**config.mk**
```make
export PLATFORM = sky130hd
export DESIGN_NAME = bit_serial_pair_driver_flat
export DESIGN_NICKNAME = d
export VERILOG_FILES = /design/src/rtl/bit_serial_pair_driver_pkg.sv /design/src/rtl/bit_serial_pair_driver_if.sv /design/src/rtl/bit_serial_pair_driver_serial_capture_reg.sv /design/src/rtl/bit_serial_pair_driver.sv /design/src/flat_wrapper.sv
export SDC_FILE = /design/constraint.sdc
export NUM_CORES = 1
export LEC_CHECK = 0
export CORE_AREA = 10 10 67 69
export DETAILED_ROUTE_END_ITERATION = 16
export DIE_AREA = 0 0 77 79
export PLACE_DENSITY = 0.81
export SLEW_MARGIN = 20
export SYNTH_ARGS = -nofsm -noshare
export SYNTH_HDL_FRONTEND = slang
export SYNTH_SLANG_ARGS = --single-unit
```
**constraint.sdc**
```tcl
create_clock -name clk -period 3.6 [get_ports clk]
set_input_delay 1.08 -clock clk [delete_from_list [all_inputs] [get_ports clk]]
set_output_delay 1.08 -clock clk [all_outputs]
set_load 0.005 [all_outputs]
```
**src/rtl/bit_serial_pair_driver_pkg.sv**
```systemverilog
// Shared types and defaults for the bit-serial pair driver.
package bit_serial_pair_driver_pkg;

   localparam int unsigned DEFAULT_WIDTH = 8;

   typedef enum logic [1:0] {
      IDLE  = 2'd0,
      SHIFT = 2'd1,
      DONE  = 2'd2
   } state_e;

endpackage

```
**src/rtl/bit_serial_pair_driver_if.sv**
```systemverilog
// Operand/result and gate-stage signals between the pair driver and its surroundings.
interface bit_serial_pair_driver_if #(
   parameter int unsigned WIDTH = bit_serial_pair_driver_pkg::DEFAULT_WIDTH
);

   logic             start;
   logic [WIDTH-1:0] op_a;
   logic [WIDTH-1:0] op_b;
   logic             busy;
   logic             a_bit;
   logic             b_bit;
   logic             c_bit;
   logic             o_bit;
   logic [WIDTH-1:0] xor_word;
   logic [WIDTH-1:0] or_word;
   logic             done;

   modport slave (
      input  start, op_a, op_b, c_bit, o_bit,
      output busy, a_bit, b_bit, xor_word, or_word, done
   );

   modport master (
      output start, op_a, op_b, c_bit, o_bit,
      input  busy, a_bit, b_bit, xor_word, or_word, done
   );

endinterface

```
**src/rtl/bit_serial_pair_driver_serial_capture_reg.sv**
```systemverilog
// Right-shift register that inserts one serial bit at the MSB per enabled clock.
module serial_capture_reg #(
   parameter int unsigned WIDTH = 8
) (
   input  logic             clk,
   input  logic             clr_n_i,
   input  logic             shift_en_i,
   input  logic             bit_i,
   output logic [WIDTH-1:0] word_o
);

   logic [WIDTH-1:0] word_q, word_d;

   always_comb begin
      word_d = word_q;
      if (shift_en_i) word_d = {bit_i, word_q[WIDTH-1:1]};
   end

   always_ff @(posedge clk) begin
      if (!clr_n_i) word_q <= '0;
      else          word_q <= word_d;
   end

   assign word_o = word_q;

endmodule

```
**src/rtl/bit_serial_pair_driver.sv**
```systemverilog
// Serialises two operands LSB-first into an external XOR/OR gate stage and
// reassembles the returned result bits into parallel words.
module bit_serial_pair_driver
   import bit_serial_pair_driver_pkg::*;
#(
   parameter int unsigned WIDTH = DEFAULT_WIDTH
) (
   input logic                    clk,
   input logic                    rst_n,
   bit_serial_pair_driver_if.slave bus
);

   localparam int unsigned   CW   = (WIDTH > 1) ? $clog2(WIDTH) : 1;
   localparam logic [CW-1:0] LAST = CW'(WIDTH - 1);

   state_e           state_q, state_d;
   logic [CW-1:0]    cnt_q, cnt_d;
   logic [WIDTH-1:0] shift_a_q, shift_a_d;
   logic [WIDTH-1:0] shift_b_q, shift_b_d;
   logic             accept;
   logic             shifting;

   assign shifting = (state_q == SHIFT);
   assign accept   = bus.start && ((state_q == IDLE) || (state_q == DONE));

   always_ff @(posedge clk) begin
      if (!rst_n) begin
         state_q   <= IDLE;
         cnt_q     <= '0;
         shift_a_q <= '0;
         shift_b_q <= '0;
      end else begin
         state_q   <= state_d;
         cnt_q     <= cnt_d;
         shift_a_q <= shift_a_d;
         shift_b_q <= shift_b_d;
      end
   end

   always_comb begin
      state_d = state_q;
      case (state_q)
         IDLE:    if (accept) state_d = SHIFT;
         SHIFT:   if (cnt_q == LAST) state_d = DONE;
         DONE:    state_d = accept ? SHIFT : IDLE;
         default: state_d = IDLE;
      endcase
   end

   // Counter saturates at LAST so it never wraps; every accepted start clears it.
   always_comb begin
      cnt_d     = cnt_q;
      shift_a_d = shift_a_q;
      shift_b_d = shift_b_q;
      if (accept) begin
         cnt_d     = '0;
         shift_a_d = bus.op_a;
         shift_b_d = bus.op_b;
      end else if (shifting) begin
         if (cnt_q != LAST) cnt_d = cnt_q + CW'(1);
         shift_a_d = shift_a_q >> 1;
         shift_b_d = shift_b_q >> 1;
      end
   end

   always_comb begin
      bus.busy  = shifting;
      bus.done  = (state_q == DONE);
      bus.a_bit = shifting ? shift_a_q[0] : 1'b0;
      bus.b_bit = shifting ? shift_b_q[0] : 1'b0;
   end

   serial_capture_reg #(.WIDTH(WIDTH)) u_xor_cap (
      .clk        (clk),
      .clr_n_i    (rst_n),
      .shift_en_i (shifting),
      .bit_i      (bus.c_bit),
      .word_o     (bus.xor_word)
   );

   serial_capture_reg #(.WIDTH(WIDTH)) u_or_cap (
      .clk        (clk),
      .clr_n_i    (rst_n),
      .shift_en_i (shifting),
      .bit_i      (bus.o_bit),
      .word_o     (bus.or_word)
   );

endmodule

```
**src/flat_wrapper.sv**
```systemverilog
// flat-port wrapper written by rule: the top's interface ports become plain ports
module bit_serial_pair_driver_flat import bit_serial_pair_driver_pkg::*;
#(
   parameter int unsigned WIDTH = DEFAULT_WIDTH
)
  (clk, rst_n, bus_start, bus_op_a, bus_op_b, bus_c_bit, bus_o_bit, bus_busy, bus_a_bit, bus_b_bit, bus_xor_word, bus_or_word, bus_done);
  bit_serial_pair_driver_if #(.WIDTH(WIDTH)) bus_i ();
  input logic clk;
  input logic rst_n;
  input wire logic [$bits(bus_i.start)-1:0] bus_start;
  input wire logic [$bits(bus_i.op_a)-1:0] bus_op_a;
  input wire logic [$bits(bus_i.op_b)-1:0] bus_op_b;
  input wire logic [$bits(bus_i.c_bit)-1:0] bus_c_bit;
  input wire logic [$bits(bus_i.o_bit)-1:0] bus_o_bit;
  output wire logic [$bits(bus_i.busy)-1:0] bus_busy;
  output wire logic [$bits(bus_i.a_bit)-1:0] bus_a_bit;
  output wire logic [$bits(bus_i.b_bit)-1:0] bus_b_bit;
  output wire logic [$bits(bus_i.xor_word)-1:0] bus_xor_word;
  output wire logic [$bits(bus_i.or_word)-1:0] bus_or_word;
  output wire logic [$bits(bus_i.done)-1:0] bus_done;
  assign bus_i.start = bus_start;
  assign bus_i.op_a = bus_op_a;
  assign bus_i.op_b = bus_op_b;
  assign bus_i.c_bit = bus_c_bit;
  assign bus_i.o_bit = bus_o_bit;
  assign bus_busy = bus_i.busy;
  assign bus_a_bit = bus_i.a_bit;
  assign bus_b_bit = bus_i.b_bit;
  assign bus_xor_word = bus_i.xor_word;
  assign bus_or_word = bus_i.or_word;
  assign bus_done = bus_i.done;
  bit_serial_pair_driver #(.WIDTH(WIDTH)) u_core (.clk(clk), .rst_n(rst_n), .bus(bus_i));
endmodule
```
==> results.py <==
metrics = {
    "place": {
        "gp_congestion": 0.712,
        "dpl-instance-area_um2": 1880,
        "hpwl_um": 2390,
        "port_buffers": 40,
    },
    "setup_path": {
        "critPathMaxFanout": 34,
        "cp.required_ns": 2.52,
        "path_buf_inv": 2,
        "crit_path_top_delay_cell": "clkdlybuf4s50_1",
        "crit_family": "buffers and inverters",
        "critPathLaunchType": "flip-flop",
        "end_kind": "output port",
        "cp.arrival_ns": 1.76,
        "cpPeakStageDelay_ns": 0.49,
        "worst-setup-path-type": "flip-flop to output port",
        "path_cells": "nand2b_1 > inv_8 > and2_1 > clkdlybuf4s50_1",
    },
    "synthesis": {
        "synth_top_area_frac": 0.489,
        "yosysSeqAreaShare": 0.489,
        "syn_nets": 193,
        "yosysWarningCount": 0,
        "synthCells": 170,
        "syn_area_um2": 1510,
        "synth_cell_type_count": 24,
        "synth_top_cell_by_area": "dfxtp_1",
        "synth_area_leaders": "dfxtp_1, nand2_1, a21boi_1",
        "ys_ff_latch": 37,
        "syn_avg_cell_area_um2": 8.91,
    },
    "die": {
        "coreArea_um2": 3230,
        "placementRows": 21,
        "die_y_um": 79,
        "io_pins": 41,
        "dieArea_um2": 6080,
        "start_util": 0.468,
        "dieWidth_um": 77,
    },
    "sta": {
        "tightest_slew_ns": 0.891,
        "fin_crit_ns": 2.84,
        "rsz0062_at_grt": "no",
        "slew_viol_final": 0,
        "relSlewSlack": 0.404,
        "fmax_mhz": 353,
        "whs_ns": 0.463,
        "fin_crit_sh": 0.788,
        "setup_viol": 0,
        "hold_violations": 0,
        "skew_ns": 0.0111,
        "setup_tns_ns": 0,
    },
    "layout": {
        "layout-drive-gt1-share": 0.0531,
        "area_delta_synth_final_pct": 29.5,
        "num_antenna_cells": 0,
        "final_area_um2": 1960,
        "layout_commonest_cell": "nand2_1",
        "nets": 229,
        "final_cell_mix": "nand2_1, clkdlybuf4s50_1, dfxtp_1, a21boi_1, nor2_1",
        "fin_util": 0.607,
    },
    "status": {
        "status": "complete, no violations",
    },
    "global_routing": {
        "gr-total-overflow": 0,
        "track_usage": 0.116,
        "grt_first_pass_wirelength_um": 5840,
        "grt_antenna_before_repair": 0,
        "grt_start_max_net_pins": 35,
        "grt_pass1_vias": 1262,
    },
    "detailed_routing": {
        "viasPerCell": 4.99,
        "drc": 0,
        "drt_first_pass_iters": 4,
        "vias": 1262,
        "detail_route.wl_per_cell_um": 13.7,
        "ant_nets": 0,
        "wl_um": 3460,
        "drt_iter0_markers": 111,
    },
    "cts": {
        "cts_setup_buffers": 0,
        "clock_latency_ns": 0.34,
        "cts.sinks": 37,
        "clk_path_buf_depth": 2,
        "htree_levels": 2,
        "root_buffer": "clkbuf_4",
        "numCtsBuffers": 5,
        "cts_resized": 0,
        "ctsHoldBuffers": 0,
        "cts_tree": "done",
        "clkTransAtPathRegs_ns": 0.11,
    },
    "pwr": {
        "finalPower_mw": 0.849,
        "powerDensity_nw_per_um2": 433,
        "p_leak_nw": 0.701,
        "irDropWorstVdd_mv": 0.296,
    },
    "job": {
        "cap_violations": 0,
    },
    "worst_hold_path": {
        "hold_class": "flip-flop to flip-flop",
    },
}
-- routing by layer --
layer	global-route usage	wire length, um	up-vias
met3	0.0473	183	6
met5	0	0	-
met4	0.0529	77	0
met1	0.126	1460	573
li1	-	-	655
met2	0.194	1740	28
-- cell families (layout without fill, tap and decap cells) --
logic type               after synthesis  in the layout  synth area share
AND/OR/NAND/NOR                       77             77             0.219
AO/OA/AOI/OAI                         39             39             0.188
flip-flops                            37             37             0.489
buffers and inverters                 14             51            0.0810
adder cells (fa/ha/maj)                2              2            0.0165
XOR/XNOR                               1              1           0.00579
-- metrics by stage --
step | setup WS (ns) | cells
6_report | 0.764 | 253
5_1_grt | 0.636 | 253
2_1_floorplan | 1.63 | 170
3_5_place_dp | 0.922 | 245
3_3_place_gp | 0.970 | 245
4_1_cts | 0.738 | 253
-- cells in the mapped netlist, drive strengths merged --
| cell | instances |
|---|---|
| nand2 | 44 |
| dfxtp | 37 |
| a21boi | 16 |
| nor2 | 13 |
| nor3 | 12 |
| o221ai | 12 |
| buf | 11 |
| a21oi | 4 |
| o21ai | 4 |
| a31oi | 2 |
| and2 | 2 |
| clkbuf | 2 |
| ha | 2 |
| nand2b | 2 |
| and2b | 1 |
| and3 | 1 |
| inv | 1 |
| nor2b | 1 |
| nor3b | 1 |
| o21a | 1 |
| xnor2 | 1 |
-- worst min-delay path, cell delays in order (launching register included) --
cell and delay [ns]:
dfxtp_1 0.33, nand2_1 0.05, a21boi_1 0.05
-- power breakdown --
group / leakage (nW) / total (mW) / switching (mW) / internal (mW)
sequential: 0.302 / 0.443 / 0.0121 / 0.431
combinational: 0.354 / 0.109 / 0.0554 / 0.0538
clock: 0.0455 / 0.297 / 0.131 / 0.166
-- registers in the layout (all words and copies together), names as in the netlist --
register                 count
u_core.state_q               2
u_core.cnt_q                 3
u_core.shift_b_q             8
u_core.shift_a_q             8
u_core.u_xor_cap.word_o      8
u_core.u_or_cap.word_o       8
-- worst paths after layout --
| path | start | to | slack [ns] | cells after the start |
|---|---|---|---|---|
| setup reg to reg | u_core.state_q[0]$_SDFFE_PN0P_ | u_core.shift_a_q[0]$_SDFFE_PN0P_ | 2.17 | 3 |
| hold reg to reg | u_core.u_xor_cap.word_o[0]$_SDFFE_PN0N_ | u_core.u_xor_cap.word_o[0]$_SDFFE_PN0N_ | 0.46 | 2 |
| setup / recovery | u_core.state_q[1]$_SDFFE_PN0P_ | bus_b_bit | 0.76 | 4 |
| hold / removal | u_core.u_xor_cap.word_o[0]$_SDFFE_PN0N_ | u_core.u_xor_cap.word_o[0]$_SDFFE_PN0N_ | 0.46 | 2 |
-- area by class of cell --
cell class,count,area [um^2]
clock buffer,7,55.1
clock inverter,1,30.0
fill,287,1270
inverter,1,11.3
multi-input combinational,119,651
sequential,37,741
tap,46,57.6
timing repair buffer,42,415
Power figures use the tool's default switching activity.
